### src/rtl/wifi_boot_sequencer.sv
// WiFi module boot sequencer: pulses the module reset, then waits for the "ready" token with retries.
// Optional WIFI_BOOT_AUTOSTART_EN: boot automatically on the first cycle after reset releases.
module wifi_boot_sequencer #(
  parameter int RESET_CYCLES = 500000,
  parameter int BOOT_TIMEOUT = 150000000,
  parameter int MAX_RETRIES  = 3
) (
  input  logic       clk,
  input  logic       reset,
  input  logic       start,
  input  logic       rx_valid,
  input  logic [7:0] rx_data,
  output logic       wifi_reset,
  output logic       busy,
  output logic       ready,
  output logic       fail,
  output logic [1:0] retry_count
);

  localparam int TMAX = (RESET_CYCLES > BOOT_TIMEOUT) ? RESET_CYCLES : BOOT_TIMEOUT;
  localparam int TW   = $clog2(TMAX + 1);
  localparam logic [TW-1:0] RST_LAST  = TW'(RESET_CYCLES - 1);
  localparam logic [TW-1:0] BOOT_LAST = TW'(BOOT_TIMEOUT - 1);

  typedef enum logic [2:0] {IDLE, RST, BOOT, READY, FAIL} state_t;

  state_t        state, state_nxt;
  logic [TW-1:0] timer, timer_nxt;
  logic [2:0]    idx, idx_nxt;
  logic [1:0]    retry_nxt;
  logic          go;

`ifdef WIFI_BOOT_AUTOSTART_EN
  // High for the last reset cycle's successor only: the first free-running cycle.
  logic first;
  always_ff @(posedge clk) first <= reset;
  assign go = start | first;
`else
  assign go = start;
`endif

  function automatic logic [7:0] tok(input logic [2:0] i);
    case (i)
      3'd0:    tok = 8'h72;
      3'd1:    tok = 8'h65;
      3'd2:    tok = 8'h61;
      3'd3:    tok = 8'h64;
      default: tok = 8'h79;
    endcase
  endfunction

  always_ff @(posedge clk) begin
    if (reset) begin
      state       <= IDLE;
      timer       <= '0;
      idx         <= '0;
      retry_count <= '0;
    end else begin
      state       <= state_nxt;
      timer       <= timer_nxt;
      idx         <= idx_nxt;
      retry_count <= retry_nxt;
    end
  end

  always_comb begin
    state_nxt = state;
    timer_nxt = timer;
    idx_nxt   = idx;
    retry_nxt = retry_count;
    case (state)
      IDLE, READY, FAIL: begin
        if (go) begin
          state_nxt = RST;
          timer_nxt = '0;
          idx_nxt   = '0;
          retry_nxt = '0;
        end
      end
      RST: begin
        if (timer == RST_LAST) begin
          state_nxt = BOOT;
          timer_nxt = '0;
          idx_nxt   = '0;
        end else begin
          timer_nxt = timer + TW'(1);
        end
      end
      BOOT: begin
        timer_nxt = timer + TW'(1);
        if (rx_valid) begin
          if (rx_data == tok(idx))  idx_nxt = idx + 3'd1;
          else if (rx_data == 8'h72) idx_nxt = 3'd1;
          else                       idx_nxt = 3'd0;
        end
        // A token completing on the timeout cycle takes priority over the retry.
        if (rx_valid && idx == 3'd4 && rx_data == 8'h79) begin
          state_nxt = READY;
          timer_nxt = '0;
          idx_nxt   = '0;
        end else if (timer == BOOT_LAST) begin
          timer_nxt = '0;
          idx_nxt   = '0;
          if (int'(retry_count) < MAX_RETRIES) begin
            state_nxt = RST;
            retry_nxt = (retry_count == 2'd3) ? 2'd3 : retry_count + 2'd1;
          end else begin
            state_nxt = FAIL;
          end
        end
      end
      default: state_nxt = IDLE;
    endcase
  end

  assign wifi_reset = (state != RST);
  assign busy       = (state == RST) || (state == BOOT);
  assign ready      = (state == READY);
  assign fail       = (state == FAIL);

endmodule

### config.mk
export PLATFORM = sky130hd
export DESIGN_NAME = wifi_boot_sequencer
export DESIGN_NICKNAME = d
export VERILOG_FILES = /design/src/rtl/wifi_boot_sequencer.sv
export SDC_FILE = /design/constraint.sdc
export NUM_CORES = 1
export LEC_CHECK = 0
export BUFFER_PORTS_ARGS = -buffer_cell sky130_fd_sc_hd__buf_2
export CAP_MARGIN = 20
export CORE_ASPECT_RATIO = 1.5
export CORE_MARGIN = 5
export CORE_UTILIZATION = 42
export CTS_BUF_LIST = sky130_fd_sc_hd__clkbuf_8
export DETAILED_ROUTE_END_ITERATION = 10
export MAX_ROUTING_LAYER = met4
export PLACE_DENSITY = 0.67
export SLEW_MARGIN = 0
export SYNTH_ARGS = -nofsm -noshare
export SYNTH_HDL_FRONTEND = slang
export SYNTH_SLANG_ARGS = --single-unit
### constraint.sdc
create_clock -name clk -period 3.3 [get_ports clk]
set_clock_uncertainty 0.15 [all_clocks]
set_input_delay 0.165 -clock clk [delete_from_list [all_inputs] [get_ports clk]]
set_output_delay 0.165 -clock clk [all_outputs]
set_load 0.03 [all_outputs]
==> results.tsv <==
metric	value	unit
VDD IR max	0.000284	V
crit path kind	flip-flop to flip-flop	
first-pass GRT wire length	7.28	mm
fin. max-slew vios	0	
Final Util	0.482	
CTS resizes	0	
CTS Hold Bufs	0	
Max-slew headroom	0.555	
Seq cells post-synth	36	
input/output buffers	17	
Area contributors post-synth	dfxtp_1 (35%), xor2_1 (9.4%), nor2_1 (7.1%)	
Max Buffers Root-to-Sink	2	
CTS Buf Count	5	
via count	1724	
Mapped Cells	243	
Async S/R FF share, synth	0	
WL per Instance	12.8	um
Die H	95.6	um
library cells used by synthesis	49	
Pwr Density	534	mW/mm2
Hold Vio Cnt, Final	0	
share of Yosys cell area claimed by the top area cell type	0.351	
clk sinks	36	
GRT Util Overall	0.149	
crit path DAT	2840	ps
worst hold slack	47.0	ps
HP Class	input pin to flip-flop	
H-Tree Depth	2	
setup TNS	0	ps
initial antenna violation count	0	
Area Overhead vs Synth	12.1	%
pin count of the biggest net entering global routing	28	
Seq. cell area	721	um2
Final HPWL DP	3.14	mm
routability cong.	0.765	
status	finished clean	
core area	0.00477	mm2
Seq/Total Area, Yosys	0.351	
critical path peak fanout	27	
unrepaired setup endpoints after global routing	false	
Pleak	0.825	nW
EDFF count, synth	0	
net count after synthesis	261	
Netlist Area Pre-Place	0.00205	mm2
Synth area leader	dfxtp_1	
Clock transition at path regs	70	ps
Synth Flop Type	dfxtp_1	
top cells by count, synth	nor2_1 (39), dfxtp_1 (36), xor2_1 (22)	
fraction of layout cells with a size suffix above 1	0.128	
Worst EP required	3300	ps
Synth Warn #	0	
kind of end point of the critical path	flip-flop	
post-CTS setup buffers	0	
Routed Antenna Nets	0	
Power Total	1.23	mW
Startpoint Class	flip-flop	
CTS tree	yes	
GRT overflow	0	
n_diodes	0	
I/O pin count	18	
Tmin final	2850	ps
remaining routing DRC violations	0	
vias in the first global route	1677	
top achievable clock speed	0.351	GHz
starting density of the core	0.430	
Worst Max-Slew Pin Slew	666	ps
most frequent cell after synthesis	nor2_1	
final net count	282	
max_cap viols	0	
clock root cell	clkbuf_8	
# rows	31	
Worst-Skew Late Latency	290	ps
Multi-input gate area	0.00128	mm2
Via density	5.21	
final setup vio count	0	
fillers	481	
syn avg cell area	8.44	um2
DRT Pass-1 Iters	6	
DIE AREA	0.00641	mm2
Die Width	67.1	um
initial DRC count	45	
WL final	4.23	mm
post-route clock period utilization	0.863	
==> report_power, final <==
| part | leakage [nW] | switching (mW) | internal (mW) |
|---|---|---|---|
| combinational | 0.481 | 0.260 | 0.152 |
| clock | 0.0538 | 0.153 | 0.164 |
| sequential | 0.291 | 0.0390 | 0.458 |
==> placed cells by master (no fill, tap or decap), types with 7 or more instances in the layout <==
| master | Yosys | layout |
|---|---|---|
| dfxtp_1 | 36 | 36 |
| o21ai_0 | 7 | 7 |
| buf_2 | 2 | 17 |
| nand2b_1 | 8 | 8 |
| xor2_1 | 22 | 22 |
| xnor2_1 | 10 | 10 |
| nor3_1 | 8 | 8 |
| nand2_1 | 16 | 16 |
| nor2_1 | 39 | 39 |
| nand3_1 | 10 | 10 |
| nand4_1 | 9 | 9 |
| inv_1 | 6 | 8 |
==> cells by family (layout without fill, tap and decap cells) <==
logic type / after synthesis / count (layout) / share of synthesized area
AO/OA/AOI/OAI: 28 / 28 / 0.110
XOR/XNOR: 32 / 32 / 0.137
flip-flops: 36 / 36 / 0.351
multiplexers: 2 / 2 / 0.00976
AND/OR/NAND/NOR: 127 / 127 / 0.329
buffers and inverters: 12 / 34 / 0.0268
adder cells (fa/ha/maj): 6 / 6 / 0.0366
==> layer usage <==
layer,vias up,part of all wire,routed length [um],global-route usage
li1,893,-,-,-
met2,17,0.51,2150,0.256
met4,0,0.010,44,0.0406
met3,6,0.030,126,0.0389
met5,-,0,0,-
met1,808,0.45,1910,0.169
==> path summary, 6_finish.rpt <==
path / from / to / slack [ps] / cells after the start
worst max-delay path: timer[0]$_SDFFE_PP0P_ / timer[22]$_SDFFE_PP0P_ / 450 / 7
worst min-delay path: reset / idx[2]$_SDFFE_PP0P_ / 50 / 2
worst max register to register: timer[0]$_SDFFE_PP0P_ / timer[22]$_SDFFE_PP0P_ / 450 / 7
worst min register to register: idx[1]$_SDFFE_PP0P_ / idx[1]$_SDFFE_PP0P_ / 360 / 2
==> area by class of cell <==
| type | instances | share of cell area |
|---|---|---|
| clock buffers | 6 | 0.0359 |
| clock inverters | 2 | 0.00326 |
| inverters | 6 | 0.00979 |
| multi-input cells | 195 | 0.555 |
| flip-flops and latches | 36 | 0.313 |
| well taps | 66 | 0.0359 |
| repair buffers | 20 | 0.0468 |
==> registers in the layout, indices dropped and copies added, names as in the netlist <==
register	count
idx	3
state	3
retry_count	2
timer	28
==> stage by stage <==
stage          setup WS [ps]  cell area [um2]  std cells
6_report                 453             2300        331
5_1_grt                  247             2300        331
4_1_cts                  467             2300        331
3_5_place_dp             475             2210        323
3_3_place_gp             602             2210        323
2_1_floorplan            933             2050        243
==> worst max-delay path: stages (launching register included) <==
cell	delay, ps
dfxtp_1	360
ha_1	220
nor4bb_1	260
nand4_1	210
or4_1	570
and2_1	240
o21bai_4	580
nor2_1	110
Power figures use the tool's default switching activity.
